## src/rtl/mem_req_arbiter.sv

```systemverilog
// mem_req_arbiter: arbitrates an instruction-fetch and a load/store SRAM-like
// requester onto one shared memory port.
//   clk, reset        : clock, synchronous active-high reset
//   inst_* / data_*   : requester request fields in, addr_ok/data_ok/rdata out
//   mem_*             : shared port request out, addr_ok/data_ok/rdata in
//   err_resp          : sticky, memory returned data with nothing outstanding
// Responses return in acceptance order; a FIFO of requester IDs routes them.
module mem_req_arbiter #(
  parameter int unsigned OUT_DEPTH    = 4,
  parameter int unsigned STARVE_LIMIT = 4
) (
  input  logic        clk,
  input  logic        reset,

  input  logic        inst_req,
  input  logic        inst_wr,
  input  logic [1:0]  inst_size,
  input  logic [3:0]  inst_wstrb,
  input  logic [31:0] inst_addr,
  input  logic [31:0] inst_wdata,
  output logic        inst_addr_ok,
  output logic        inst_data_ok,
  output logic [31:0] inst_rdata,

  input  logic        data_req,
  input  logic        data_wr,
  input  logic [1:0]  data_size,
  input  logic [3:0]  data_wstrb,
  input  logic [31:0] data_addr,
  input  logic [31:0] data_wdata,
  output logic        data_addr_ok,
  output logic        data_data_ok,
  output logic [31:0] data_rdata,

  output logic        mem_req,
  output logic        mem_wr,
  output logic [1:0]  mem_size,
  output logic [3:0]  mem_wstrb,
  output logic [31:0] mem_addr,
  output logic [31:0] mem_wdata,
  input  logic        mem_addr_ok,
  input  logic        mem_data_ok,
  input  logic [31:0] mem_rdata,

  output logic        err_resp
);

  localparam int unsigned PTR_W = $clog2(OUT_DEPTH);
  localparam int unsigned CNT_W = $clog2(OUT_DEPTH + 1);
  localparam int unsigned ST_W  = $clog2(STARVE_LIMIT + 1);

  localparam logic [CNT_W-1:0] FULL_CNT   = CNT_W'(OUT_DEPTH);
  localparam logic [ST_W-1:0]  STARVE_MAX = ST_W'(STARVE_LIMIT);

  typedef enum logic [1:0] {
    IDLE,
    GNT_D,
    GNT_I
  } state_t;

  state_t               state;
  logic [OUT_DEPTH-1:0] id_fifo;     // 0 = inst, 1 = data
  logic [PTR_W-1:0]     wr_ptr;
  logic [PTR_W-1:0]     rd_ptr;
  logic [CNT_W-1:0]     count;
  logic [ST_W-1:0]      starve_cnt;
  logic                 err_q;

  logic accept;
  logic tracked;
  logic pop;
  logic head_id;
  logic not_full;

  assign mem_req  = (state != IDLE);
  assign accept   = mem_req & mem_addr_ok;
  assign tracked  = (count != '0);
  assign pop      = mem_data_ok & tracked;
  assign head_id  = id_fifo[rd_ptr];
  // Only IDLE issues grants and no push is pending there, so the registered
  // count alone decides whether another acceptance fits in the tracker.
  assign not_full = (count < FULL_CNT);

  assign inst_addr_ok = mem_addr_ok & (state == GNT_I);
  assign data_addr_ok = mem_addr_ok & (state == GNT_D);
  assign inst_data_ok = pop & ~head_id;
  assign data_data_ok = pop &  head_id;
  assign inst_rdata   = mem_rdata;
  assign data_rdata   = mem_rdata;
  assign err_resp     = err_q;

  // Request fields follow the granted requester's live inputs.
  always_comb begin
    mem_wr    = 1'b0;
    mem_size  = '0;
    mem_wstrb = '0;
    mem_addr  = '0;
    mem_wdata = '0;
    case (state)
      GNT_D: begin
        mem_wr    = data_wr;
        mem_size  = data_size;
        mem_wstrb = data_wstrb;
        mem_addr  = data_addr;
        mem_wdata = data_wdata;
      end
      GNT_I: begin
        mem_wr    = inst_wr;
        mem_size  = inst_size;
        mem_wstrb = inst_wstrb;
        mem_addr  = inst_addr;
        mem_wdata = inst_wdata;
      end
      default: ;
    endcase
  end

  always_ff @(posedge clk) begin
    if (reset) begin
      state      <= IDLE;
      id_fifo    <= '0;
      wr_ptr     <= '0;
      rd_ptr     <= '0;
      count      <= '0;
      starve_cnt <= '0;
      err_q      <= 1'b0;
    end else begin
      case (state)
        IDLE: begin
          if (not_full && data_req) begin
            state <= (inst_req && starve_cnt == STARVE_MAX) ? GNT_I : GNT_D;
          end else if (not_full && inst_req) begin
            state <= GNT_I;
          end
        end
        GNT_D, GNT_I: begin
          if (mem_addr_ok) begin
            state <= IDLE;
          end
        end
        default: state <= IDLE;
      endcase

      if (accept) begin
        id_fifo[wr_ptr] <= (state == GNT_D);
        wr_ptr          <= wr_ptr + PTR_W'(1);
      end
      if (pop) begin
        rd_ptr <= rd_ptr + PTR_W'(1);
      end
      if (accept && !pop) begin
        count <= count + CNT_W'(1);
      end else if (!accept && pop) begin
        count <= count - CNT_W'(1);
      end

      if (state == GNT_I && mem_addr_ok) begin
        starve_cnt <= '0;
      end else if (state == IDLE && !inst_req) begin
        starve_cnt <= '0;
      end else if (state == GNT_D && mem_addr_ok && inst_req &&
                   starve_cnt != STARVE_MAX) begin
        starve_cnt <= starve_cnt + ST_W'(1);
      end

      if (mem_data_ok && !tracked) begin
        err_q <= 1'b1;
      end
    end
  end

endmodule

```

## config.mk

```make
export PLATFORM = sky130hd
export DESIGN_NAME = mem_req_arbiter
export DESIGN_NICKNAME = d
export VERILOG_FILES = /design/src/rtl/mem_req_arbiter.sv
export SDC_FILE = /design/constraint.sdc
export NUM_CORES = 1
export LEC_CHECK = 0
export ABC_AREA = 0
export ABC_CLOCK_PERIOD_IN_PS = 6300
export BUFFER_PORTS_ARGS = -buffer_cell sky130_fd_sc_hd__buf_2
export CORE_AREA = 4 4 121 123
export CTS_CLUSTER_SIZE = 40
export DETAILED_ROUTE_END_ITERATION = 8
export DIE_AREA = 0 0 125 127
export SLEW_MARGIN = 20
export SYNTH_ARGS = -nofsm -noshare
export SYNTH_HDL_FRONTEND = slang
export SYNTH_SLANG_ARGS = --single-unit
```

## constraint.sdc

```tcl
create_clock -name clk -period 6.3 [get_ports clk]
set_input_delay 0.315 -clock clk [delete_from_list [all_inputs] [get_ports clk]]
set_output_delay 0.315 -clock clk [all_outputs]
set_load 0.02 [all_outputs]
```

==> impl_metrics.toml <==
[outcome]
outcome = "finished, final reports clean"

[synthesis]
synth-xor-area-share_pct = 2.43
synth_area_leaders = "a22oi_1 (21%), buf_4 (21%), nor2b_1 (18%), dfxtp_1 (13%), ha_1 (5.0%)"
synth_area_sq_um = 2520
synthAdderAreaFrac_pct = 5.75
synth_edf_count = 0
synth_compound_area_share_pct = 24.3
synth_seq_cells = 17
async_reset_ff_share_pct = 0
yosysTopAreaCell = "a22oi_1"
avgSynthCellArea_sq_um = 7.56
synth_warnings = 0
synth_top_family_by_area = "simple AND/OR/NAND/NOR gates"
muxShareOfSynthArea_pct = 1.68
synth_top_area_share_pct = 21.4
synthFlopType = "dfxtp_1"
ys_seq_area_share_pct = 13.5
yosys.area_share.simple_pct = 26.4
syn_nets = 525
syn_inst = 334
yosysUniqueCellTypes = 34

[worst_setup_path]
worstSetupEndpointType = "output port"
cp_num_buf_inv = 3
cp_data_arrival_time_ps = 2360
slowest_delay_ps = 680
critPathLaunch = "state[1]"
critPathKind = "flip-flop to output port"
r2r-start = "state[0]"
worstPathCellList = "inv_1 > ha_2 > buf_4 > a22oi_1 > nor2b_1 > buf_2"
crit_slowest_cell = "ha_2"
required_ps = 5980
cp-start-kind = "flip-flop"
r2r_setup_slack_ps = 3860
cp_top_family = "buffers and inverters"
path_max_fanout = 40

[grt]
overflow = 0
track_usage_pct = 13.7
grt_max_degree = 73
grt_pass1_wl_um = 17000
grt_antenna_before_repair = 2
grt_pass1_vias = 2670

[pwr]
p_seq_share_pct = 15.6
combPwrFrac_pct = 70.9
peakVddDrop_mv = 0.225
p_int_uw = 508
switchingPower_uw = 449
powerDensity_nw_per_um2 = 285
leakagePower_uw = 0.00158
clkPwrFrac_pct = 13.5
sw_frac_of_total_pct = 46.9

[floorplan]
coreArea_sq_um = 13700
start_util_pct = 18.5
die_w_um = 125
fp.dieArea_sq_um = 15900
ios = 321
core.rowCount = 43
die_h_um = 127

[clock_tree]
cts.sinks = 17
hold_buffers = 0
worstSkewPairLatency_ps = 250
cts_buffer_depth = 2
cts_tree = "yes"
htreeDepth = 1
clkTransAtPathRegs_ps = 50
cts_setup_buffers = 0
cts_buffers = 3
cts_root_buf = "clkbuf_16"
ctsResizeCount = 0

[routing]
viasPerCell = 4.32
routed_wl_um = 12200
drc_errors = 0
wl_per_cell_um = 18.7
vias = 2826
dr.first_iter.drc_count = 253
dr.pass1.iters = 5
ant_nets = 0

[min_path]
hold_path_class = "input pin to flip-flop"
timing.hold.worst.start = "mem_data_ok"

[layout]
diodes = 0
register_area_sq_um = 340
fin_area_sq_um = 3350
syn_to_final_growth_pct = 32.8
fill_cells = 1565
layout.nets = 666
multi_input_area_sq_um = 1540
layout-drive-gt1-share_pct = 50.6

[timing]
tns_ps = 0
relSlewSlack_pct = 34.7
period_share_pct = 42.4
period_needed_ps = 2670
maxSlewViolCount = 0
hold_violations = 0
fin_skew_ps = 1.60
setup_viol_count_final = 0
max_clock_freq_ghz = 0.375
rsz0062_at_grt = "false"
worst_pin_slew_ps = 980

[placement]
port_buffers = 224
placed_area_sq_um = 3270
gp_congestion = 0.824
hpwlAfterDp_um = 10200

[job]
cap_violations = 0
==> path summary, 6_finish.rpt <==
path / endpoint / cells past startpoint
worst max-delay path: mem_addr[10] / 6
worst max register to register: count[2] / 9
worst min register to register: id_fifo[3] / 2
worst min-delay path: err_resp / 3
==> cell usage in the layout, fill, tap and decap left out <==
| cell | count |
|---|---|
| a22oi_1 | 72 |
| xnor2_1 | 2 |
| nor2b_2 | 1 |
| nor2b_4 | 1 |
| nand2_1 | 10 |
| fa_1 | 1 |
| ha_1 | 7 |
| o21ba_2 | 1 |
| nor2b_1 | 72 |
| nand2b_4 | 1 |
| a211o_1 | 1 |
| and3_4 | 1 |
| nand3_1 | 5 |
| nor2_1 | 13 |
| nor3_2 | 1 |
| xor2_1 | 5 |
| a21oi_1 | 8 |
| mux4_2 | 1 |
| and2_1 | 1 |
| and2_4 | 1 |
| inv_1 | 9 |
| ha_2 | 3 |
| nand3b_1 | 1 |
| clkbuf_1 | 1 |
| o21ai_0 | 2 |
| nand4_1 | 1 |
| or3_1 | 1 |
| mux2i_1 | 2 |
| buf_2 | 224 |
| dfxtp_1 | 17 |
| nand2b_1 | 2 |
| o21ai_1 | 1 |
| clkbuf_16 | 3 |
| buf_4 | 2 |
==> area by class of cell <==
type	instances	share of cell area, %
sequential	17	10.2
multi-input combinational	218	45.9
tap	180	6.72
clock buffer	4	2.35
timing repair buffer	226	33.9
inverter	9	1.01
==> cells in the mapped netlist, drive strengths merged, types with 2 or more instances <==
library cell and instances:
a21oi 8, a22oi 72, and2 2, buf 80, clkbuf 10, dfxtp 17
ha 10, inv 9, mux2i 2, nand2 10, nand2b 3, nand3 5
nor2 13, nor2b 74, o21ai 3, xnor2 2, xor2 5
==> per-stage QoR <==
stage,cells,hold WS [ps],utilization (%),setup slack [ps],total power (uW)
6_report,654,365,24.5,3630,957
5_1_grt,654,411,24.5,3450,1040
4_1_cts,654,360,24.5,3580,972
3_5_place_dp,650,454,24.0,3860,838
3_3_place_gp,650,447,24.0,3870,834
2_1_floorplan,334,384,-,4130,713
==> flip-flops by register name, summed over array words and instances, names as in the netlist <==
signal	flops
err_resp	1
state	2
count	3
starve_cnt	3
id_fifo	4
wr_ptr	2
rd_ptr	2
==> power by group through the flow <==
stage | clock (uW) | sequential [uW] | combinational (uW)
finish | 129 | 149 | 678
detailed placement | 0 | 152 | 686
global placement | 0 | 150 | 684
CTS | 134 | 149 | 689
floorplan | 0 | 149 | 564
global route | 136 | 152 | 747
==> layer usage <==
layer / global-route usage [%] / wire (um) / part of all wire (%)
met3: 4.39 / 1010 / 8.3
met4: 2.81 / 191 / 1.6
met2: 23.4 / 6030 / 49
met5: 0 / 10 / 0.082
met1: 17.0 / 4960 / 41
==> worst reg2reg max path, cell delays in order, from the launching register on <==
cell and delay (ps):
dfxtp_1 350, inv_1 70, ha_2 220, nor2b_2 400, ha_1 270, inv_1 70, fa_1 380, xor2_1 170
or3_1 310, a21oi_1 140
==> cell families after synthesis <==
kind of cell,after synthesis
fa+ha+maj,11
flops,17
xor+xnor,7
mux,3
buf+inv,99
simple gates,112
compound gates,85
Power figures use the tool's default switching activity.
